<file path="src/rtl/pmt_pulse_conditioner.sv">
// -----------------------------------------------------------------------------
// pmt_pulse_conditioner
//
// Front end of the PMT photon-counting path. The asynchronous discriminator
// output is synchronized, edge-detected and turned into a single-cycle count
// strobe. A non-paralyzable dead-time models detector recovery, and a
// programmable gate window qualifies which photons reach the downstream
// counter.
//
// Ports:
//   clk          system clock
//   reset        synchronous, active-high reset
//   pmt_in       asynchronous PMT discriminator pulse
//   dead_cycles  hold-off length after each accepted edge (sampled on accept)
//   gate_len     gate window length in cycles (sampled on accepted gate_start)
//   gate_start   one-cycle request to open the gate window
//   count_en     one-cycle strobe per accepted in-gate photon
//   gate_open    high while the window is open
//   gate_done    one-cycle pulse when the window closes
//   reject_cnt   in-gate edges lost to dead-time, saturating at 255
//   busy         high while the gate FSM is in OPEN or DONE
// -----------------------------------------------------------------------------
module pmt_pulse_conditioner #(
   parameter int SYNC_STAGES = 2,
   parameter int DEAD_W      = 8,
   parameter int GATE_W      = 16
) (
   input  logic              clk,
   input  logic              reset,
   input  logic              pmt_in,
   input  logic [DEAD_W-1:0] dead_cycles,
   input  logic [GATE_W-1:0] gate_len,
   input  logic              gate_start,
   output logic              count_en,
   output logic              gate_open,
   output logic              gate_done,
   output logic [7:0]        reject_cnt,
   output logic              busy
);

   typedef enum logic [1:0] {
      IDLE,
      OPEN,
      DONE
   } gate_state_t;

   localparam int                  BLANK_W    = $clog2(SYNC_STAGES + 2);
   localparam logic [BLANK_W-1:0]  BLANK_INIT = BLANK_W'(SYNC_STAGES + 1);

   logic [SYNC_STAGES-1:0] sync_q;
   logic                   hist;
   logic                   strobe;
   logic [BLANK_W-1:0]     blank_cnt;
   logic [DEAD_W-1:0]      dead_cnt;
   logic [GATE_W-1:0]      gate_rem;
   gate_state_t            state;

   logic edge_raw;
   logic accept;
   logic reject;

   // Blanking hides the rising edge that a pin held high through reset would
   // otherwise produce once the cleared synchronizer refills.
   assign edge_raw = sync_q[SYNC_STAGES-1] & ~hist & (blank_cnt == '0);
   assign accept   = strobe & (dead_cnt == '0);
   assign reject   = strobe & (dead_cnt != '0);

   // Synchronizer, history flop and registered edge strobe. Registering the
   // strobe gives the SYNC_STAGES+1 cycle pulse-to-count_en latency.
   always_ff @(posedge clk) begin
      // NOTE: every state element here is a flop, so only non-blocking
      // assignments are used; reset is sampled on the clock edge.
      if (reset) begin
         sync_q    <= '0;
         hist      <= 1'b0;
         strobe    <= 1'b0;
         blank_cnt <= BLANK_INIT;
      end else begin
         sync_q <= {sync_q[SYNC_STAGES-2:0], pmt_in};
         hist   <= sync_q[SYNC_STAGES-1];
         strobe <= edge_raw;
         if (blank_cnt != '0) begin
            blank_cnt <= blank_cnt - 1'b1;
         end
      end
   end

   // Dead-time: a rejected strobe does not reload the counter, and the
   // hold-off runs whether or not the gate is open.
   always_ff @(posedge clk) begin
      if (reset) begin
         dead_cnt <= '0;
         count_en <= 1'b0;
      end else begin
         count_en <= accept & gate_open;
         if (accept) begin
            dead_cnt <= dead_cycles;
         end else if (dead_cnt != '0) begin
            dead_cnt <= dead_cnt - 1'b1;
         end
      end
   end

   // Gate FSM with registered outputs; reject_cnt lives here because its
   // clear is tied to an accepted gate_start.
   always_ff @(posedge clk) begin
      if (reset) begin
         state      <= IDLE;
         gate_rem   <= '0;
         gate_open  <= 1'b0;
         gate_done  <= 1'b0;
         busy       <= 1'b0;
         reject_cnt <= '0;
      end else begin
         gate_done <= 1'b0;
         if (reject && gate_open && (reject_cnt != 8'hFF)) begin
            reject_cnt <= reject_cnt + 8'd1;
         end
         case (state)
            IDLE: begin
               if (gate_start) begin
                  reject_cnt <= '0;
                  busy       <= 1'b1;
                  if (gate_len != '0) begin
                     state     <= OPEN;
                     gate_rem  <= gate_len;
                     gate_open <= 1'b1;
                  end else begin
                     state     <= DONE;
                     gate_done <= 1'b1;
                  end
               end
            end
            OPEN: begin
               gate_rem <= gate_rem - 1'b1;
               if (gate_rem == GATE_W'(1)) begin
                  state     <= DONE;
                  gate_open <= 1'b0;
                  gate_done <= 1'b1;
               end
            end
            DONE: begin
               state <= IDLE;
               busy  <= 1'b0;
            end
            default: begin
               state     <= IDLE;
               gate_open <= 1'b0;
               busy      <= 1'b0;
            end
         endcase
      end
   end

endmodule

</file>
<file path="config.mk">
export PLATFORM = sky130hd
export DESIGN_NAME = pmt_pulse_conditioner
export DESIGN_NICKNAME = d
export VERILOG_FILES = /design/src/rtl/pmt_pulse_conditioner.sv
export SDC_FILE = /design/constraint.sdc
export NUM_CORES = 1
export LEC_CHECK = 0
export CORE_MARGIN = 5
export CORE_UTILIZATION = 40
export DETAILED_ROUTE_END_ITERATION = 10
export GPL_TIMING_DRIVEN = 1
export PLACE_DENSITY = 0.62
export SLEW_MARGIN = 15
export SYNTH_ARGS = -nofsm -noshare
export SYNTH_HDL_FRONTEND = slang
export SYNTH_SLANG_ARGS = --single-unit
export TNS_END_PERCENT = 30
</file>
<file path="constraint.sdc">
create_clock -name clk -period 4.43 [get_ports clk]
set_clock_uncertainty 0.2 [all_clocks]
set_input_delay 0.886 -clock clk [delete_from_list [all_inputs] [get_ports clk]]
set_output_delay 0.886 -clock clk [all_outputs]
set_load 0.01 [all_outputs]
</file>
==> results of run 1 <==
[power by group]
group	total (mW)	internal, mW	switching [mW]
sequential	0.517	0.454	0.0627
clock	0.258	0.125	0.134
combinational	0.397	0.180	0.218
total	1.17	0.758	0.414
[sequential cells by signal (all words and copies together) (netlist names)]
| name | cells |
|---|---|
| reject_cnt | 8 |
| hist | 1 |
| busy | 1 |
| sync_q | 2 |
| dead_cnt | 8 |
| gate_open | 1 |
| strobe | 1 |
| state | 2 |
| count_en | 1 |
| blank_cnt | 2 |
| gate_done | 1 |
| gate_rem | 16 |
[worst max-delay path: stages]
cell and delay (ns):
clkdlybuf4s50_1 0.44, nor4_1 0.51, a41oi_1 0.30, nand2_1 0.34
nor2_1 0.10, a2111oi_0 0.32
[per-stage QoR]
stage	setup WS, ns	instances
2_1_floorplan	1.988	270
3_3_place_gp	1.241	372
3_5_place_dp	1.211	372
4_1_cts	1.554	380
5_1_grt	1.364	380
6_report	1.522	380
[synth_stat cells (2+ instances only)]
master / instances
dfxtp_1: 44
nor2_1: 27
nand2_1: 22
nor3_1: 14
nand3_1: 12
clkbuf_1: 11
nor4_1: 11
a21oi_1: 10
inv_1: 10
xnor2_1: 10
a211oi_1: 8
nor2b_1: 7
o21ai_0: 7
ha_1: 6
nand2b_1: 6
a221oi_1: 4
a31oi_1: 4
nand4_1: 4
a311oi_1: 3
a32oi_1: 3
nand3b_1: 3
nand4b_1: 3
o31ai_1: 3
or2_2: 3
or4_1: 3
a2111oi_0: 2
and3_1: 2
and4_1: 2
nor3_2: 2
nor3b_1: 2
o211a_1: 2
or4_4: 2
[worst min path at each step]
stage	end
final	sync_q[1]
after global routing	sync_q[1]
after CTS	sync_q[1]
after detailed placement	sync_q[1]
after global placement	sync_q[1]
after floorplan	sync_q[1]
[cells by family (layout without fill, tap and decap cells)]
family / after synthesis / in the layout / share of synthesized area (%)
buffers and inverters: 22 / 60 / 3.704
AND/OR/NAND/NOR: 129 / 129 / 31.07
AO/OA/AOI/OAI: 57 / 57 / 18.30
XOR/XNOR: 11 / 11 / 4.256
multiplexers: 1 / 1 / 0.4423
adder cells (fa/ha/maj): 6 / 6 / 3.317
flip-flops: 44 / 44 / 38.92
[metal layers]
| layer | vias up | wire (um) | share of wire (%) | GRT usage, % |
|---|---|---|---|---|
| met5 | - | 0 | 0 | 0 |
| met4 | 0 | 82 | 1.5 | 4.748 |
| met3 | 7 | 304 | 5.5 | 3.107 |
| met2 | 60 | 2520 | 46 | 24.44 |
| met1 | 984 | 2582 | 47 | 20.39 |
| li1 | 1078 | - | - | - |
[cell type report]
class                           count  area, um^2  area share [%]
Tap cell                           72       90.09           3.203
Inverter                           10       37.54           1.335
Clock buffer                        6       82.58           2.936
Clock inverter                      2       10.01          0.3559
Sequential cell                    44       880.8           31.32
Multi-Input combinational cell    204        1299           46.17
Timing Repair Buffer               42       412.9           14.68
==> results.toml, run 1 <==
[timing]
drv_slew = 0
period_share_pct = 65.64
hold_viol = 0
tightest_slew_ns = 0.9788
slew_headroom_pct = 34.15
rsz0062_at_grt = "no"
setup_viol = 0
fmax_ghz = 0.3439
final.setup.tns_ns = 0
holdWs_ns = 0.2382
fin_crit_ns = 2.908

[clock_tree]
tritoncts = "yes"
postCtsResizedCells = 0
cts.hold.buffers_added = 0
clkSlewWorstSetupHoldPaths_ns = 0.08
cts-root-buf = "clkbuf_8"
cts_sinks = 44
clk_latency_ns = 0.29
postCtsSetupBuffers = 0
htreeDepth = 2
clk_path_buf_depth = 2
cts-buffers-inserted = 5

[die]
ios = 40
die_h_um = 85.23
dieArea_um2 = 7263
fp.dieW_um = 85.23
rows = 27
core_area_um2 = 5507
start_util_pct = 41.10

[detailed_routing]
wl_per_cell_um = 14.45
drc = 0
ant_nets = 0
dr.pass1.iters = 6
routed-via-count = 2129
wirelength_um = 5491
avgViaCountPerCell = 5.603
dr.first_iter.drc_count = 133

[synthesis]
synth_area_leader_cell = "dfxtp_1"
ys_warn_count = 0
synth_top_cell_area_share_pct = 38.92
synth_cell_types = 50
synth_area_um2 = 2263
yosysSeqAreaShare_pct = 38.92
synth-edff-count = 0
dominantRegCellSynth = "dfxtp_1"
postSynthCellCount = 270
syn_nets = 304
ys_ff_latch = 44
syn_avg_cell_area_um2 = 8.383
synth_area_leaders = "dfxtp_1 (39%), nor2_1 (4.5%), xnor2_1 (3.9%), nand2_1 (3.6%), ha_1 (3.3%)"
synth_async_sr_flop_share_pct = 0

[setup_path]
r2r_cells = 5
r2r_end = "gate_rem[13]"
r2r_start = "gate_rem[0]"
worstPathRequired_ns = 4.41
cp-startpoint = "gate_len[3]"
critical_path_class = "input port to register"
worstPathArrival_ns = 2.89
worst-path-max-fanout = 8
setup.worst_path.end_class = "register"
rrSetupSlack_ns = 2.09
start_kind = "input port"
crit_path_end = "gate_rem[14]"

[worst_hold_path]
hold_path_depth = 1
holdCritStartpoint = "sync_q[0]"
hp-class = "register to register"

[global_routing]
grt_pass1_wl_um = 9032
grt_max_degree = 20
gr-total-overflow = 0
antenna_found_initial = 0
grt_pass1_vias = 1950
gr-usage-all-layers_pct = 15.20

[final_layout]
final_common_cell = "dfxtp_1"
drive_gt1_share_pct = 6.494
final_cell_area_um2 = 2813
mostFrequentLayoutCells = "dfxtp_1 (44), clkdlybuf4s50_1 (39), nor2_1 (27), nand2_1 (22), nor3_1 (14)"
fillers = 540
fin_nets = 341
num_antenna_cells = 0
syn_to_final_growth_pct = 24.27
final_util_pct = 51.08

[status]
outcome = "finished, final reports clean"

[placement]
portBuffers = 39
place_congestion = 0.8150
place_area_um2 = 2720
dp_hpwl_um = 4092

[power]
ir_drop_mv = 0.2205
finalPower_mw = 1.172
cellLeakagePower_nw = 1.003
p_per_area_nw_per_um2 = 416.8

[job]
drv_cap = 0
(Power assumes the default switching activity.)
==> run 2: changes to the inputs <==
==> constraint.sdc (replaced) <==
create_clock -name clk -period 2.79 [get_ports clk]
set_clock_uncertainty 0.2 [all_clocks]
set_input_delay 0.558 -clock clk [delete_from_list [all_inputs] [get_ports clk]]
set_output_delay 0.558 -clock clk [all_outputs]
set_load 0.01 [all_outputs]
==> run 2 against run 1 <==
  * Combinational power is 62% higher
  * Clock power is 63% higher
  * Non-clock buffer count is 9 higher
  * Critical path type unchanged
  * Highest routed layer unchanged
==> results.toml, run 2 (synthesis results as in run 1) <==
[global_routing]
gr-total-overflow = 0
use_met3_pct = 3.883
met1_usage_pct = 22.04
gr-usage-all-layers_pct = 15.84
grt_pass1_vias = 1985
antenna_found_initial = 0
top_usage_layer = "met2"
grt.met2_usage_pct = 24.58
grt_max_degree = 23
grt_pass1_wl_um = 9335

[die]
dieArea_um2 = 7263
die_h_um = 85.23
start_util_pct = 41.10
core_area_um2 = 5507
rows = 27
fp.dieW_um = 85.23
ios = 40

[final_layout]
drive_gt1_share_pct = 8.833
largest_reg_flops = 16
top_register = "gate_rem"
mostFrequentLayoutCells = "dfxtp_1 (44), clkdlybuf4s50_1 (39), nor2_1 (27), nand2_1 (22), nor3_1 (14)"
syn_to_final_growth_pct = 27.31
fillers = 535
instances_no_fill = 389
final_common_cell = "dfxtp_1"
num_antenna_cells = 0
reg_top3 = "gate_rem x16, dead_cnt x8, reject_cnt x8"
fin_nets = 350

[placement]
dp_hpwl_um = 4275
portBuffers = 39
post-place-ws_ns = 0.1077
dpl.cell_count = 381
place_congestion = 0.8528

[timing]
fin_ws_ns = 0.4284
slew_headroom_pct = 55.80
final.setup.tns_ns = 0
setup_viol = 0
fmax_ghz = 0.4234
tightest_slew_ns = 0.6616
fin_crit_ns = 2.362
rsz0062_at_grt = "no"
period_share_pct = 84.65
hold_viol = 0
drv_slew = 0

[power]
p_per_area_nw_per_um2 = 653.1
p_clk_share_pct = 22.3
switching_power_mw = 0.6644
cellLeakagePower_nw = 1.042
internal-power_mw = 1.218
ir_drop_mv = 0.2862
seq_power_share_pct = 43.5
finalPower_mw = 1.882
swShare_pct = 35.31
combPwrFrac_pct = 34.1

[clock_tree]
cts.hold.buffers_added = 0
tritoncts = "yes"
cts-root-buf = "clkbuf_8"
postCtsSetupBuffers = 0
clk_latency_ns = 0.29
htreeDepth = 2
clk_path_buf_depth = 2
clkSlewWorstSetupHoldPaths_ns = 0.08
postCtsResizedCells = 0
cts-buffers-inserted = 5
cts_sinks = 44

[setup_path]
start_kind = "input port"
worstPathArrival_ns = 2.34
cp_top_family = "simple AND/OR/NAND/NOR gates"
critPathSlowestCell = "nor4_1"
worst-path-max-fanout = 8
path_cells = "clkdlybuf4s50_1 -> nor4_1 -> a41oi_1 -> nand2_1 -> nor2_1 -> a2111oi_0"
setup.worst_path.end_class = "register"
worstPathRequired_ns = 2.77
path_buf_inv = 1
critical_path_class = "input port to register"
r2r_cells = 5
max_stage_delay_ns = 0.45
path_depth = 6

[detailed_routing]
ant_nets = 0
wl_per_cell_um = 14.45
avgViaCountPerCell = 5.470
dr.pass1.iters = 6
routed-via-count = 2128
wirelength_um = 5622
drc = 0
dr.first_iter.drc_count = 145

[worst_hold_path]
hp-class = "register to register"
hold_path_depth = 1

[status]
outcome = "finished, final reports clean"

[job]
drv_cap = 0
-- run 2: path summary, 6_finish.rpt --
check	to	start	slack, ns
max reg2reg	gate_rem[14]	state[0]	0.50
min	sync_q[1]	sync_q[0]	0.24
min reg2reg	sync_q[1]	sync_q[0]	0.24
max	gate_rem[14]	gate_len[2]	0.43
-- run 2: area by class of cell --
type,count,area [um^2],share of cell area [%]
Clock buffer,7,86.33,2.996
Clock inverter,1,7.507,0.2605
Inverter,10,37.54,1.303
Multi-Input combinational cell,204,1299,45.07
Sequential cell,44,880.8,30.57
Tap cell,72,90.09,3.126
Timing Repair Buffer,51,480.5,16.67
-- run 2: per-layer routing --
layer | wire [um] | up-vias
li1 | - | 1098
met1 | 2790 | 981
met2 | 2525 | 44
met3 | 259 | 5
met4 | 46 | 0
met5 | 0 | -
-- run 2: through the flow --
| step | hold slack, ns | instance area (um^2) | util [%] |
|---|---|---|---|
| floorplan | 0.2138 | 2263 | - |
| global placement | 0.2155 | 2788 | 50.62 |
| detailed placement | 0.2283 | 2788 | 50.62 |
| CTS | 0.2485 | 2882 | 52.33 |
| global route | 0.2620 | 2882 | 52.33 |
| finish | 0.2393 | 2882 | 52.33 |
-- run 2: power groups by stage --
stage               clock network [mW]  logic [mW]  registers [mW]
CTS                              0.441       0.646           0.818
global placement                     0       0.636           0.830
finish                           0.420       0.642           0.819
floorplan                            0       0.485           0.807
global route                     0.466       0.731           0.835
detailed placement                   0       0.643           0.832
